File: src/rtl/vga_timing_gen.sv
// Raster timing generator: free-running h/v counters, a registered pixel request
// one clock ahead of DE, and HSYNC/VSYNC/DE/frame_start aligned two clocks behind the counters.
module vga_timing_gen #(
    parameter int unsigned H_ACTIVE = 1024,
    parameter int unsigned H_FP     = 24,
    parameter int unsigned H_SYNC   = 136,
    parameter int unsigned H_BP     = 160,
    parameter int unsigned V_ACTIVE = 768,
    parameter int unsigned V_FP     = 3,
    parameter int unsigned V_SYNC   = 6,
    parameter int unsigned V_BP     = 29,
    parameter bit          HS_POL   = 1'b0,
    parameter bit          VS_POL   = 1'b0
) (
    input  logic        pix_clk,
    input  logic        rst_n,
    input  logic        locked,
    output logic        pix_req,
    output logic [11:0] req_x,
    output logic [11:0] req_y,
    output logic        de,
    output logic        hsync,
    output logic        vsync,
    output logic        frame_start
);

    localparam int unsigned H_TOTAL = H_ACTIVE + H_FP + H_SYNC + H_BP;
    localparam int unsigned V_TOTAL = V_ACTIVE + V_FP + V_SYNC + V_BP;

    localparam logic [11:0] H_LAST = 12'(H_TOTAL - 1);
    localparam logic [11:0] V_LAST = 12'(V_TOTAL - 1);

    // 13-bit bounds so that a full 4096-count raster still compares correctly
    localparam logic [12:0] H_ACT_END = 13'(H_ACTIVE);
    localparam logic [12:0] HS_BEG    = 13'(H_ACTIVE + H_FP);
    localparam logic [12:0] HS_END    = 13'(H_ACTIVE + H_FP + H_SYNC);
    localparam logic [12:0] V_ACT_END = 13'(V_ACTIVE);
    localparam logic [12:0] VS_BEG    = 13'(V_ACTIVE + V_FP);
    localparam logic [12:0] VS_END    = 13'(V_ACTIVE + V_FP + V_SYNC);

    logic [11:0] h_cnt;
    logic [11:0] v_cnt;
    logic [12:0] h_ext;
    logic [12:0] v_ext;
    logic        active;
    logic        hs_dec;
    logic        vs_dec;
    logic        hs_s1;
    logic        vs_s1;

    always_ff @(posedge pix_clk or negedge rst_n) begin
        if (!rst_n) begin
            h_cnt <= '0;
            v_cnt <= '0;
        end else if (!locked) begin
            h_cnt <= '0;
            v_cnt <= '0;
        end else if (h_cnt == H_LAST) begin
            h_cnt <= '0;
            v_cnt <= (v_cnt == V_LAST) ? '0 : v_cnt + 12'd1;
        end else begin
            h_cnt <= h_cnt + 12'd1;
        end
    end

    // v_cnt only moves on the h_cnt wrap, so the vertical decode can only
    // change in the cycle the horizontal decode sees h_cnt == 0.
    always_comb begin
        h_ext  = {1'b0, h_cnt};
        v_ext  = {1'b0, v_cnt};
        active = (h_ext < H_ACT_END) && (v_ext < V_ACT_END);
        hs_dec = (h_ext >= HS_BEG) && (h_ext < HS_END);
        vs_dec = (v_ext >= VS_BEG) && (v_ext < VS_END);
    end

    always_ff @(posedge pix_clk or negedge rst_n) begin
        if (!rst_n) begin
            pix_req <= 1'b0;
            req_x   <= '0;
            req_y   <= '0;
            hs_s1   <= 1'b0;
            vs_s1   <= 1'b0;
        end else if (!locked) begin
            pix_req <= 1'b0;
            req_x   <= '0;
            req_y   <= '0;
            hs_s1   <= 1'b0;
            vs_s1   <= 1'b0;
        end else begin
            pix_req <= active;
            req_x   <= active ? h_cnt : '0;
            req_y   <= active ? v_cnt : '0;
            hs_s1   <= hs_dec;
            vs_s1   <= vs_dec;
        end
    end

    always_ff @(posedge pix_clk or negedge rst_n) begin
        if (!rst_n) begin
            de          <= 1'b0;
            hsync       <= ~HS_POL;
            vsync       <= ~VS_POL;
            frame_start <= 1'b0;
        end else if (!locked) begin
            de          <= 1'b0;
            hsync       <= ~HS_POL;
            vsync       <= ~VS_POL;
            frame_start <= 1'b0;
        end else begin
            de          <= pix_req;
            hsync       <= hs_s1 ? HS_POL : ~HS_POL;
            vsync       <= vs_s1 ? VS_POL : ~VS_POL;
            frame_start <= pix_req && (req_x == '0) && (req_y == '0);
        end
    end

endmodule
File: config.mk
export PLATFORM = sky130hd
export DESIGN_NAME = vga_timing_gen
export DESIGN_NICKNAME = d
export VERILOG_FILES = /design/src/rtl/vga_timing_gen.sv
export SDC_FILE = /design/constraint.sdc
export NUM_CORES = 1
export LEC_CHECK = 0
export CAP_MARGIN = 40
export CORE_ASPECT_RATIO = 0.9
export CORE_UTILIZATION = 40
export CTS_BUF_LIST = sky130_fd_sc_hd__clkbuf_8
export DETAILED_ROUTE_END_ITERATION = 10
export GPL_ROUTABILITY_DRIVEN = 0
export PLACE_DENSITY = 0.59
export SYNTH_ARGS = -nofsm -noshare
export SYNTH_HDL_FRONTEND = slang
export SYNTH_SLANG_ARGS = --single-unit
File: constraint.sdc
create_clock -name pix_clk -period 2.5 [get_ports pix_clk]
set_input_delay 0.25 -clock pix_clk [delete_from_list [all_inputs] [get_ports pix_clk]]
set_output_delay 0.25 -clock pix_clk [all_outputs]
set_load 0.03 [all_outputs]
==> metrics.md <==
| Metric | Value |
|---|---|
| Layout Nets | 250 |
| Routed Antenna Nets | 0 |
| Final hold violations | 0 |
| Syn Area/Cell | roughly 12 um2 |
| Status | finished with violations |
| Gr usage total | 16.5% |
| Core area | between 5000 and 6000 um2 |
| Clk root buf | clkbuf_8 |
| Die H | roughly 76 um |
| Clock buffer depth | 2 |
| Die Span X | between 80 and 90 um |
| FMAX | approximately 540 MHz |
| Port bufs | 31 |
| Ys Warns | 0 |
| Finish-stage setup viols | 0 |
| Leakage power | approximately 1.3 nW |
| DRT Wirelength | about 4800 um |
| Sink Count | 55 |
| Critical path's top delay family | simple AND/OR/NAND/NOR gates |
| Register area | around 1400 um2 |
| Seq/Total Area, Yosys | 56.7% |
| Boundary pin count | 32 |
| Multi-input gate area | 980 um2 |
| Worst IR drop on VDD | ~0.18 mV |
| GRT busiest layer | met1 |
| Post-route DRC | 10 |
| Number of global-route vias before repair | around 1600 |
| CP required | between 2000 and 3000 ps |
| Clk_lat worst skew | approximately 310 ps |
| Internal Pwr Total | about 0.0011 W |
| Fillcell total | approximately 530 |
| Hold Path Class | in -> async |
| Worst Path Buf+Inv | 0 |
| DRT iter0 DRCs | between 80 and 90 |
| Rows | 26 |
| Most frequent cells in the layout | dfrtp_1 (53), clkdlybuf4s50_1 (30), and2_1 (22) |
| Setup tns final | 0 ps |
| Placement Cell Area | ~2800 um2 |
| Antenna violations before repair | 0 |
| Clock network fraction of design power | between 30% and 40% |
| H-tree levels | 2 |
| Combinational Power Share | approximately 5.7% |
| Switching Share | a little under a quarter |
| Worst-Margin Slew | about 570 ps |
| Design area | approximately 2900 um2 |
| Most used flip-flop cell after synthesis | dfrtp_1 |
| Worst Path Arrival | roughly 2100 ps |
| Most area-hungry cell type in the Yosys netlist | dfrtp_1 |
| Power, Total | ~0.0015 W |
| Period Utilization, post-route | roughly three quarters |
| Area Growth Syn to Fin | 18.5% |
| RSZ-0062 raised after global routing | false |
| P_sw | between 0.0003 and 0.0004 W |
| Top post-synthesis cells by area | dfrtp_1 (55%), and2_1 (5.7%), nand3_1 (2.9%) |
| Synthesis-stage register bit count | between 50 and 60 |
| CP Max Fanout | 10 |
| Max capacitance violation total | 0 |
| Async SR Flop Fraction | between 90% and 100% |
| Per-cell routed wire length | ~15 um |
| Synth Instances | 210 |
| Failing checks | DRC |
| Layout cell share with drive strength beyond 1 | 10.7% |
| Clk_skew | 4.30 ps |
| Critical path class | reg -> reg |
| Slew HR | just over 60% |
| TritonRoute pass-1 iters | 9 |
| CP cell instances | ha_1, and4_2, and4_1, nand2_4, o31ai_2 |
| Vias | around 1700 |
| Cts bufs inserted | 5 |
| Commonest non-fill, non-tap cell in the layout | dfrtp_1 |
| First-pass GRT wire length | ~8200 um |
| Critical Path Sink Type | flip-flop |
| Distinct cells, synth | 44 |
| Min Clock Period, post-route | about 1900 ps |
| Sequential Power Share | roughly three fifths |
| Vias per Instance | approximately 5.4 |
| Initial Utilization | 42.2% |
| Type of origin of the critical path | flip-flop |
| EDFF count, synth | 0 |
| Power density over cell area | 510 nW/um2 |
| Reg clk slew, reported paths | ~90 ps |
| Final max-slew violation count | 0 |
| DP Wirelength | 3410 um |
| Ant diodes | 0 |
| Die area | 6390 um2 |
| M3 GR Usage | under 10% |
| CTS tree | built |
| CP peak stage delay | around 490 ps |
| Post-CTS resize count | 0 |
| Slowest cell on the critical path | and4_1 |
| Worst hold slack | 382 ps |
| Mapped cell area | 2430 um2 |
| Post-synth top area share | 54.6% |
| Met1 Usage GRT | between 20% and 30% |
| Total grt overflow | 0 |
| Met2 Resource Use GR | a little under a quarter |
| Largest net degree at the start of global routing | 26 |
## logic make-up (layout without fill, tap and decap cells)
logic type / count (synthesis) / count (layout) / share of synthesized area (%)
AOI/OAI and AO/OA: 26 / 26 / 7.93
xor gates and xnor gates: 10 / 10 / 3.60
adders and majority gates: 4 / 4 / 2.06
buffers and inverters: 15 / 46 / 3.40
DFF: 55 / 55 / 56.7
other: 1 / 4 / 0.154
and+or+nand+nor: 99 / 99 / 26.1
## power groups by stage
stage | sequential, W | clock, W | combinational [W]
after floorplan | 0.000940 | 0 | 0.0000247
after global placement | 0.000925 | 0 | 0.0000841
after detailed placement | 0.000926 | 0 | 0.0000844
after CTS | 0.000908 | 0.000491 | 0.0000858
after global routing | 0.000910 | 0.000528 | 0.0000925
final | 0.000908 | 0.000476 | 0.0000838
## timing repair
| action | 4_1_cts | 5_1_grt |
|---|---|---|
| hold buffers | 1 | 0 |
| setup buffers | 0 | 0 |
| endpoints found under the hold margin | 14 | 0 |
## final timing paths
kind	cells after the start	startpoint	end	slack, ps
max	5	h_cnt[0]	v_cnt[10]	640
min	2	rst_n	v_cnt[1]	380
max reg2reg	5	h_cnt[0]	v_cnt[10]	640
min reg2reg	1	hs_s1	hsync	380
max in group asynchronous	3	rst_n	req_y[5]	1480
min in group pix_clk	1	hs_s1	hsync	380
## cell usage after synthesis (all sizes together), types with 6 or more instances
cell type   n
xor2        8
nor4        8
a31oi      10
nor2       12
buf         9
and3        6
nand2       8
nand4       7
nand3      14
and2       22
dfrtp      53
## stage by stage
step	utilization [%]	setup WS [ps]	cells
after floorplan	-	1020	213
after global placement	48.4	549	305
after detailed placement	48.4	521	305
after CTS	50.0	634	314
after global routing	50.0	485	314
final	50.0	640	314
## cell type report
type	count	share of cell area [%]
inverter	3	0.391
clock inverter	3	0.565
timing repair buffer	35	11.7
clock buffer	5	2.39
multi-input combinational	143	34.0
sequential	55	47.9
tap	70	3.04
## routing by layer
layer / share of wire, % / up-vias
met3: 3.8 / 8
met2: 42 / 44
met1: 52 / 812
met5: 0 / -
met4: 1.7 / 0
li1: - / 817
## registers in the layout (all words and copies together) (netlist names)
| register | flops |
|---|---|
| h_cnt | 12 |
| req_x | 12 |
| req_y | 12 |
| v_cnt | 12 |
| de | 1 |
| frame_start | 1 |
| hs_s1 | 1 |
| hsync | 1 |
| pix_req | 1 |
| vs_s1 | 1 |
| vsync | 1 |
(Power assumes the default switching activity.)
